--- src/rtl/pc_fetch_ctrl_if.sv ---
// Signal bundle between the PC fetch controller and the memory, execute unit and PC datapath.
// Handshakes: mem_rd is held while FETCH waits and the instruction word counts as accepted in
// the cycle mem_ack is sampled high; instr_valid is held through EXEC until exec_done is
// sampled high, with jmp and halt_req qualifying that same cycle.
interface pc_fetch_ctrl_if;
  logic       run;
  logic       mem_ack;
  logic       exec_done;
  logic       jmp;
  logic       halt_req;
  logic       pc_ld;
  logic       pc_oeA;
  logic       pc_oeB;
  logic       pc_din_sel;
  logic       mem_rd;
  logic       ir_ld;
  logic       instr_valid;
  logic       halted;
  logic       fault;
  logic [2:0] state;

  modport master (
    input  run, mem_ack, exec_done, jmp, halt_req,
    output pc_ld, pc_oeA, pc_oeB, pc_din_sel, mem_rd, ir_ld,
           instr_valid, halted, fault, state
  );

  modport slave (
    output run, mem_ack, exec_done, jmp, halt_req,
    input  pc_ld, pc_oeA, pc_oeB, pc_din_sel, mem_rd, ir_ld,
           instr_valid, halted, fault, state
  );
endinterface

--- src/rtl/pc_fetch_ctrl.sv ---
// Moore FSM sequencing the program counter through fetch, increment, execute and jump,
// with a bounded wait for the instruction memory acknowledge.
module pc_fetch_ctrl #(
  parameter int MEM_TIMEOUT = 15,
  parameter int CW          = 4
) (
  input  logic           clk,
  input  logic           reset,
  pc_fetch_ctrl_if.master bus
);

  typedef enum logic [2:0] {
    S_IDLE  = 3'd0,
    S_FETCH = 3'd1,
    S_IRLD  = 3'd2,
    S_INC   = 3'd3,
    S_EXEC  = 3'd4,
    S_JUMP  = 3'd5,
    S_HALT  = 3'd6,
    S_FAULT = 3'd7
  } state_t;

  // Counter value seen in the last FETCH cycle allowed before giving up.
  localparam int TO_LAST = (MEM_TIMEOUT > 0) ? MEM_TIMEOUT - 1 : 0;

  state_t        state_q, state_d;
  logic [CW-1:0] wait_cnt_q, wait_cnt_d;

  always_ff @(posedge clk or posedge reset) begin
    if (reset) begin
      state_q    <= S_IDLE;
      wait_cnt_q <= '0;
    end else begin
      state_q    <= state_d;
      wait_cnt_q <= wait_cnt_d;
    end
  end

  // Counter is zero outside FETCH, so every entry into FETCH starts a fresh count.
  always_comb begin
    state_d    = state_q;
    wait_cnt_d = '0;
    unique case (state_q)
      S_IDLE:  if (bus.run) state_d = S_FETCH;
      S_FETCH: begin
        if (bus.mem_ack) begin
          state_d = S_IRLD;
        end else if ((MEM_TIMEOUT != 0) && (wait_cnt_q == CW'(TO_LAST))) begin
          state_d = S_FAULT;
        end else begin
          wait_cnt_d = wait_cnt_q + 1'b1;
        end
      end
      S_IRLD:  state_d = S_INC;
      S_INC:   state_d = S_EXEC;
      S_EXEC: begin
        if (bus.exec_done) begin
          if (bus.halt_req)  state_d = S_HALT;
          else if (bus.jmp)  state_d = S_JUMP;
          else if (bus.run)  state_d = S_FETCH;
          else               state_d = S_IDLE;
        end
      end
      S_JUMP:  state_d = bus.run ? S_FETCH : S_IDLE;
      S_HALT:  state_d = S_HALT;
      S_FAULT: state_d = S_FAULT;
      default: state_d = S_IDLE;
    endcase
  end

  always_comb begin
    bus.pc_ld       = 1'b0;
    bus.pc_oeA      = 1'b0;
    bus.pc_oeB      = 1'b0;
    bus.pc_din_sel  = 1'b0;
    bus.mem_rd      = 1'b0;
    bus.ir_ld       = 1'b0;
    bus.instr_valid = 1'b0;
    bus.halted      = 1'b0;
    bus.fault       = 1'b0;
    bus.state       = state_q;
    unique case (state_q)
      S_IDLE:  ;
      S_FETCH: begin bus.pc_oeA = 1'b1; bus.mem_rd = 1'b1; end
      S_IRLD:  begin bus.pc_oeA = 1'b1; bus.ir_ld  = 1'b1; end
      S_INC:   begin bus.pc_oeB = 1'b1; bus.pc_ld  = 1'b1; end
      S_EXEC:  bus.instr_valid = 1'b1;
      S_JUMP:  begin bus.pc_ld = 1'b1; bus.pc_din_sel = 1'b1; end
      S_HALT:  bus.halted = 1'b1;
      S_FAULT: bus.fault  = 1'b1;
      default: ;
    endcase
  end

endmodule

--- src/flat_wrapper.sv ---
// flat-port wrapper written by rule: the top's interface ports become plain ports
module pc_fetch_ctrl_flat 
#(
  parameter int MEM_TIMEOUT = 15,
  parameter int CW          = 4
)
  (clk, reset, bus_run, bus_mem_ack, bus_exec_done, bus_jmp, bus_halt_req, bus_pc_ld, bus_pc_oeA, bus_pc_oeB, bus_pc_din_sel, bus_mem_rd, bus_ir_ld, bus_instr_valid, bus_halted, bus_fault, bus_state);
  pc_fetch_ctrl_if bus_i ();
  input  logic clk;
  input  logic reset;
  input wire logic [$bits(bus_i.run)-1:0] bus_run;
  input wire logic [$bits(bus_i.mem_ack)-1:0] bus_mem_ack;
  input wire logic [$bits(bus_i.exec_done)-1:0] bus_exec_done;
  input wire logic [$bits(bus_i.jmp)-1:0] bus_jmp;
  input wire logic [$bits(bus_i.halt_req)-1:0] bus_halt_req;
  output wire logic [$bits(bus_i.pc_ld)-1:0] bus_pc_ld;
  output wire logic [$bits(bus_i.pc_oeA)-1:0] bus_pc_oeA;
  output wire logic [$bits(bus_i.pc_oeB)-1:0] bus_pc_oeB;
  output wire logic [$bits(bus_i.pc_din_sel)-1:0] bus_pc_din_sel;
  output wire logic [$bits(bus_i.mem_rd)-1:0] bus_mem_rd;
  output wire logic [$bits(bus_i.ir_ld)-1:0] bus_ir_ld;
  output wire logic [$bits(bus_i.instr_valid)-1:0] bus_instr_valid;
  output wire logic [$bits(bus_i.halted)-1:0] bus_halted;
  output wire logic [$bits(bus_i.fault)-1:0] bus_fault;
  output wire logic [$bits(bus_i.state)-1:0] bus_state;
  assign bus_i.run = bus_run;
  assign bus_i.mem_ack = bus_mem_ack;
  assign bus_i.exec_done = bus_exec_done;
  assign bus_i.jmp = bus_jmp;
  assign bus_i.halt_req = bus_halt_req;
  assign bus_pc_ld = bus_i.pc_ld;
  assign bus_pc_oeA = bus_i.pc_oeA;
  assign bus_pc_oeB = bus_i.pc_oeB;
  assign bus_pc_din_sel = bus_i.pc_din_sel;
  assign bus_mem_rd = bus_i.mem_rd;
  assign bus_ir_ld = bus_i.ir_ld;
  assign bus_instr_valid = bus_i.instr_valid;
  assign bus_halted = bus_i.halted;
  assign bus_fault = bus_i.fault;
  assign bus_state = bus_i.state;
  pc_fetch_ctrl #(.MEM_TIMEOUT(MEM_TIMEOUT), .CW(CW)) u_core (.clk(clk), .reset(reset), .bus(bus_i));
endmodule
--- config.mk ---
export PLATFORM = sky130hd
export DESIGN_NAME = pc_fetch_ctrl_flat
export DESIGN_NICKNAME = d
export VERILOG_FILES = /design/src/rtl/pc_fetch_ctrl_if.sv /design/src/rtl/pc_fetch_ctrl.sv /design/src/flat_wrapper.sv
export SDC_FILE = /design/constraint.sdc
export NUM_CORES = 1
export LEC_CHECK = 0
export ABC_AREA = 1
export BUFFER_PORTS_ARGS = -buffer_cell sky130_fd_sc_hd__buf_4
export CORE_AREA = 2 2 39 41
export CTS_BUF_LIST = sky130_fd_sc_hd__clkbuf_16
export CTS_CLUSTER_SIZE = 14
export DETAILED_ROUTE_END_ITERATION = 10
export DIE_AREA = 0 0 41 43
export GPL_ROUTABILITY_DRIVEN = 0
export PLACE_DENSITY = 0.65
export SYNTH_ARGS = -nofsm -noshare
export SYNTH_HDL_FRONTEND = slang
export SYNTH_SLANG_ARGS = --single-unit
--- constraint.sdc ---
create_clock -name clk -period 1.1 [get_ports clk]
set_input_delay 0.22 -clock clk [delete_from_list [all_inputs] [get_ports clk]]
set_output_delay 0.22 -clock clk [all_outputs]
set_load 0.01 [all_outputs]
-- Word level (Yosys, flattened, before mapping)
Cells that the tools add are included.
- flip-flop bits (word level): 7
- output and inout bits: 12
- word-level logic and storage cells: 38
- $add $sub $neg: 1
- eq/ne operators: 11
- muxes and demuxes: 20
- reductions and logical operators: 4
- operators by type and width (cell ; count):
    $pmux W3 S8 ; 1
    $mux W3 ; 6
    $eq A3 B3 Y1 const B ; 4
    $mux W4 ; 3
    $mux W1 ; 10
    $eq A3 B2 Y1 const B ; 2
    $add A4 B1 Y4 const B ; 1
    $eq A4 B4 Y1 const B ; 1
    $ne A2 B2 Y1 const B ; 2
    $reduce_or A2 Y1 ; 2
    $eq A3 B1 Y1 const B ; 1
    $logic_not A3 Y1 ; 1
    $ne A3 B2 Y1 const B ; 1
    $reduce_and A3 Y1 ; 1

-- Longest topological paths before layout
Gate-level depths: netlist of run 1.
- depth after elaboration: 5
- mapped depth: 8

-- Least setup slack after synthesis of run 1
OpenSTA, ideal clock, no wires.
- path type: flip-flop to output port
- start point: reg u_core.state_q[0] (netlist: u_core.bus.state[0])
- end point: out bus_pc_ld
- arrival: 1.112 ns
- data required time: 0.880 ns
- slack: -0.232 ns
- stages on the path, launching flop included: 4
- buffers on the path: 0
- cell sequence: dfrtp_1 > inv_1 > nor3_1 > or2_1
- longest elaborated chain between the ends: 3
- elaborated cells on any way between the ends: 4
- ends and longest elaborated chain (element ; line ; text):
    start: declaration ; pc_fetch_ctrl.sv:26 ; state_t state_q, state_d;
    start signal: assignment ; pc_fetch_ctrl.sv:34 ; state_q <= state_d;
    $eq A3 B2 Y1 / $eq A3 B3 Y1 (equally long branches) ; pc_fetch_ctrl.sv:82 ; unique case (state_q)
    $reduce_or A2 Y1 (no line) (*) ; - ;
    $mux W1 (*) ; pc_fetch_ctrl.sv:82 ;
    end: declaration ; flat_wrapper.sv:16 ; output wire logic [$bits(bus_i.pc_ld)-1:0] bus_pc_ld;
Every way passes the cells marked *; elsewhere a longest branch is shown, timed or not.

-- Worst setup path in the final report of run 1
Ends and elaborated chain as after synthesis.

==> results of run 1 <==
## repair_timing
action / CTS / global route
endpoints found under the setup margin: 17 / 19
pin swaps: 4 / 2
hold buffers: 1 / 0
endpoints found under the hold margin: 7 / 0
setup buffers: 2 / 2
resized for setup: 9 / 1
## state kept, by name, indices dropped and copies added (netlist names)
signal             count
u_core.bus.state       3
u_core.wait_cnt_q      4
## power breakdown
part / total, mW / internal, mW / switching, mW / leakage (nW)
Clock: 0.610 / 0.473 / 0.137 / 0.0423
Combinational: 0.0610 / 0.0326 / 0.0283 / 0.335
Sequential: 0.265 / 0.261 / 0.00396 / 0.0820
## critical path, cell delays in order, from the launching register on
cell     delay (ps)
dfrtp_2         450
inv_2           100
nor3_4           40
or2_4           240
buf_6           120
## stage by stage
step / util / setup slack, ps / area, sq um / total power [mW]
2_1_floorplan: - / -41.2 / 515 / 0.289
3_3_place_gp: 0.514 / -85.6 / 712 / 0.325
3_5_place_dp: 0.514 / -85.5 / 712 / 0.325
4_1_cts: 0.613 / -284 / 848 / 0.951
5_1_grt: 0.627 / -336 / 867 / 0.976
6_report: 0.627 / -294 / 867 / 0.936
## worst min-delay path by stage
stage,end,from,slack [ps]
after floorplan,u_core.bus.state[2],reset,20
after global placement,u_core.wait_cnt_q[0],reset,170
after detailed placement,u_core.wait_cnt_q[0],reset,180
after CTS,u_core.bus.state[2],bus_mem_ack,350
after global routing,u_core.bus.state[2],bus_mem_ack,420
final,u_core.bus.state[2],bus_mem_ack,360
## cell families after synthesis
family	synth area share
simple gates	0.346
buf+inv	0.132
flops	0.362
compound gates	0.0723
xor+xnor	0.0362
fa+ha+maj	0.0517
## cell usage in the layout, fill, tap and decap left out, types with 3 or more instances in the layout
| master | synthesis | final |
|---|---|---|
| clkbuf_16 | 0 | 3 |
| nor2_2 | 5 | 3 |
| buf_4 | 0 | 27 |
| dfrtp_2 | 0 | 3 |
| o21ai_0 | 3 | 3 |
| nand2_1 | 12 | 8 |
| inv_1 | 13 | 10 |
| nand3_1 | 5 | 3 |
| inv_2 | 1 | 4 |
| nand2_2 | 0 | 4 |
| nor2_1 | 10 | 10 |
| dfrtp_1 | 7 | 4 |
## layer usage
metal,part of all wire,track usage
met3,0.080,0.0419
met5,0,0
met1,0.35,0.170
met4,0.033,0.140
met2,0.54,0.297
## cell type report
| cell class | instances | area (sq um) |
|---|---|---|
| inverters | 14 | 55.1 |
| clock inverters | 1 | 3.75 |
| flip-flops and latches | 7 | 179 |
| multi-input cells | 46 | 299 |
| fillers | 130 | 517 |
| clock buffers | 3 | 75.1 |
| repair buffers | 30 | 235 |
| well taps | 16 | 20.0 |
==> results_dict.tcl, run 1 <==
set metrics [dict create \
    die_w_microns 41 \
    dp_hpwl_microns 893 \
    fin_tns_setup_ps -2540 \
    ir_drop_uv 1050 \
    crit_fanout 6 \
    cts_inserted_buffers 3 \
    drt_wl_total_microns 1280 \
    yosysUniqueCellTypes 19 \
    ys_ff_latch 7 \
    timing.fmax_mhz 717 \
    cp-start-kind "flop" \
    drtPass1Iterations 4 \
    drc 0 \
    ys.flop_type "dfrtp_1" \
    row_count 14 \
    crit_type "flop to primary output" \
    r2r_end "u_core.bus.state[0]" \
    dpl.cell_count 108 \
    whs_ps 359 \
    synth_top_area_share 0.362 \
    cts_tree "built" \
    worstSkewPairLatency_ps 230 \
    synth_edf_count 0 \
    die_area_sq_um 1760 \
    fin_crit_sh 1.27 \
    first_global_vias 515 \
    cts_max_level 1 \
    synthTopCellsByCount "inv_1 (13), nand2_1 (12), nor2_1 (10)" \
    area_growth_pct 79.1 \
    yosys-top-cells-area "dfrtp_1 (36%), inv_1 (10%), nand2_1 (9.3%)" \
    drive_above_1_share 0.545 \
    vias 553 \
    maxCapViolCount 0 \
    fin_crit_ps 1390 \
    start_util 0.350 \
    ioPinCount 19 \
    cts_buffer_depth 2 \
    worst_pin_slew_ps 276 \
    r2r_slack_ps -150 \
    cts.clk_slew.worst_paths_ps 40 \
    required_ps 880 \
    clock_skew_ps 2.11 \
    maxSlewViolCount 0 \
    clock-sinks 7 \
    stdcell_count 117 \
    overflow 0 \
    routed_via_density 4.73 \
    finalSetupViolCount 15 \
    outcome "complete, but fails checks" \
    grt_pass1_wl_microns 2030 \
    synth_top_area_cell "dfrtp_1" \
    cp.arrival_ps 1170 \
    final_hold_viol_count 0 \
    worstSetupEndpoint "bus_pc_ld" \
    yosysSeqAreaShare 0.362 \
    violations "setup timing" \
    clockRootBuffer "clkbuf_16" \
    powerDensity_nw_per_um2 1080 \
    reg2reg_depth 9 \
    slew_headroom 0.816 \
    synth_fp_nets 77 \
    antenna_found_initial 0 \
    yosysMostFrequentCell "inv_1" \
    postRouteAntennaNets 0 \
    fin_ws_ps -294 \
    die-height_microns 43 \
    core_sq_um 1380 \
    leakage_nw 0.459 \
    end_kind "primary output" \
    diodes 0 \
    synthArstFlopShare 1.00 \
    nets 111 \
    r2r-start "u_core.bus.state[1]" \
    grtUsageTotal 0.178 \
    routedWlPerCell_microns 11.0 \
    grt_max_degree 8 \
    crit_path_start "u_core.bus.state[0]" \
    rsz0062_at_grt "true" \
    netlist_area_sq_um 484 \
    synth_cells 68 \
    hold_depth 6 \
    hold_class "primary input to flop" \
    drtIter0Drc 6 \
    portBuffers 18 \
    yosysWarnings 0 \
    syn_avg_cell_area_sq_um 7.12 \
]
(Power assumes the default switching activity.)
==> run 2: changes to the inputs <==
--- a/config.mk
+++ b/config.mk
@@ -13,7 +13,7 @@
 export DETAILED_ROUTE_END_ITERATION = 10
 export DIE_AREA = 0 0 41 43
 export GPL_ROUTABILITY_DRIVEN = 0
-export PLACE_DENSITY = 0.65
+export PLACE_DENSITY = 0.63
 export SYNTH_ARGS = -nofsm -noshare
 export SYNTH_HDL_FRONTEND = slang
 export SYNTH_SLANG_ARGS = --single-unit
==> constraint.sdc (replaced) <==
create_clock -name clk -period 1.64 [get_ports clk]
set_input_delay 0.328 -clock clk [delete_from_list [all_inputs] [get_ports clk]]
set_output_delay 0.328 -clock clk [all_outputs]
set_load 0.01 [all_outputs]
==> run 2 against run 1 <==
Compared with the run above:
- utilization shrank 11 points
- setup slack gained 380 ps
- clock-buffer cell count is the same
- worst hold slack lost 330 ps
- die area is the same
- design area shrank 17%
- first-iteration DRC count grew 33%
- largest cell class unchanged
- clock skew grew 2.2 ps
- the run now ends clean
- global-route usage shrank 2.4 points
==> results_dict.tcl, run 2 (same netlist as run 1, synthesis figures left out) <==
set metrics [dict create \
    pwr-share-seq 0.285 \
    end_kind "primary output" \
    cts.clk_slew.worst_paths_ps 40 \
    switching_share 0.183 \
    grtUsageTotal 0.154 \
    dpl.cell_count 101 \
    antenna_found_initial 0 \
    postRouteAntennaNets 0 \
    first_global_vias 442 \
    timing.fmax_mhz 642 \
    seq_area_sq_um 179 \
    grt_max_degree 11 \
    largest_reg_flops 4 \
    rsz0062_at_grt "false" \
    cts_inserted_buffers 3 \
    whs_ps 26.7 \
    finalSetupViolCount 0 \
    core_sq_um 1380 \
    cts_tree "built" \
    ioPinCount 19 \
    clockRootBuffer "clkbuf_16" \
    power_mw 0.624 \
    drive_above_1_share 0.356 \
    routed_via_density 4.64 \
    die-height_microns 43 \
    outcome "completed" \
    post-place-ws_ps 263 \
    final_hold_viol_count 0 \
    fill_cells 140 \
    cts_buffer_depth 2 \
    drt_wl_total_microns 1140 \
    worstSkewPairLatency_ps 230 \
    cp.arrival_ps 1230 \
    multiInputGateArea_sq_um 245 \
    required_ps 1310 \
    clock_skew_ps 4.27 \
    die_area_sq_um 1760 \
    cp-start-kind "flop" \
    slew_headroom 0.821 \
    start_util 0.350 \
    drtIter0Drc 8 \
    grt_pass1_wl_microns 1820 \
    dp_hpwl_microns 822 \
    layout_common_cells "buf_4 (19), inv_1 (14), nand2_1 (12)" \
    internal-power_mw 0.510 \
    vias 492 \
    portBuffers 18 \
    cts_max_level 1 \
    powerDensity_nw_per_um2 868 \
    leakage_nw 0.416 \
    routedWlPerCell_microns 10.7 \
    hold_class "primary input to async pin" \
    ir_drop_uv 713 \
    stdcell_count 106 \
    die_w_microns 41 \
    fin_tns_setup_ps 0 \
    diodes 0 \
    drtPass1Iterations 4 \
    row_count 14 \
    fin_crit_ps 1560 \
    crit_fanout 10 \
    regMostFlops "u_core.wait_cnt_q" \
    overflow 0 \
    switching_power_mw 0.114 \
    nets 100 \
    maxCapViolCount 0 \
    drc 0 \
    clock-sinks 7 \
    cts-hold-fix-buffers 0 \
    p_clk_frac 0.662 \
    crit_type "flop to primary output" \
    fin_crit_sh 0.950 \
    maxSlewViolCount 0 \
    final_common_cell "buf_4" \
    area_growth_pct 48.3 \
    worst_pin_slew_ps 268 \
    fin_ws_ps 81.7 \
    pwr-share-comb 0.052 \
]
==> run 2: area by class of cell <==
cell class,count,share of cell area
multi-input combinational,46,0.341
sequential,7,0.249
timing repair buffer,19,0.199
clock buffer,3,0.105
inverter,14,0.0732
tap,16,0.0279
clock inverter,1,0.00523
==> run 2: repair_timing <==
item                                    4_1_cts  5_1_grt
endpoints found under the setup margin        0        1
resized for setup                             0        3
setup buffers                                 0        1
==> run 2: worst paths after layout <==
| kind | start | endpoint | slack (ps) | cells past startpoint |
|---|---|---|---|---|
| min in group clk | bus_exec_done | u_core.bus.state[2] | 400 | 3 |
| max in group asynchronous | reset | u_core.bus.state[2] | 1380 | 2 |
| worst min register to register | u_core.wait_cnt_q[0] | u_core.wait_cnt_q[0] | 490 | 1 |
| worst max-delay path | u_core.bus.state[2] | bus_pc_ld | 80 | 4 |
| worst min-delay path | reset | u_core.bus.state[1] | 30 | 2 |
| worst max register to register | u_core.bus.state[1] | u_core.bus.state[2] | 440 | 7 |
==> run 2: routing by layer <==
metal | GRT usage | share of wire
met4 | 0.100 | 0.022
met1 | 0.175 | 0.42
met2 | 0.244 | 0.47
met3 | 0.0314 | 0.093
met5 | 0 | 0
==> run 2: worst max-delay path, cell delays in order, from the launching register on <==
cell and delay (ps):
dfrtp_2 460, nand3_1 130, inv_1 60, or2_1 210, buf_4 140
==> run 2: through the flow <==
step                      instance area (sq um)   util
after floorplan                             484      -
after detailed placement                    628  0.454
final                                       718  0.519
after global placement                      628  0.454
after global routing                        718  0.519
after CTS                                   707  0.511
==> run 2: power by group through the flow <==
stage          Sequential, mW  Combinational (mW)  Clock, mW
4_1_cts                 0.178              0.0328      0.422
5_1_grt                 0.178              0.0376      0.427
3_5_place_dp            0.180              0.0324          0
6_report                0.178              0.0326      0.413
3_3_place_gp            0.180              0.0323          0
2_1_floorplan           0.180              0.0123          0
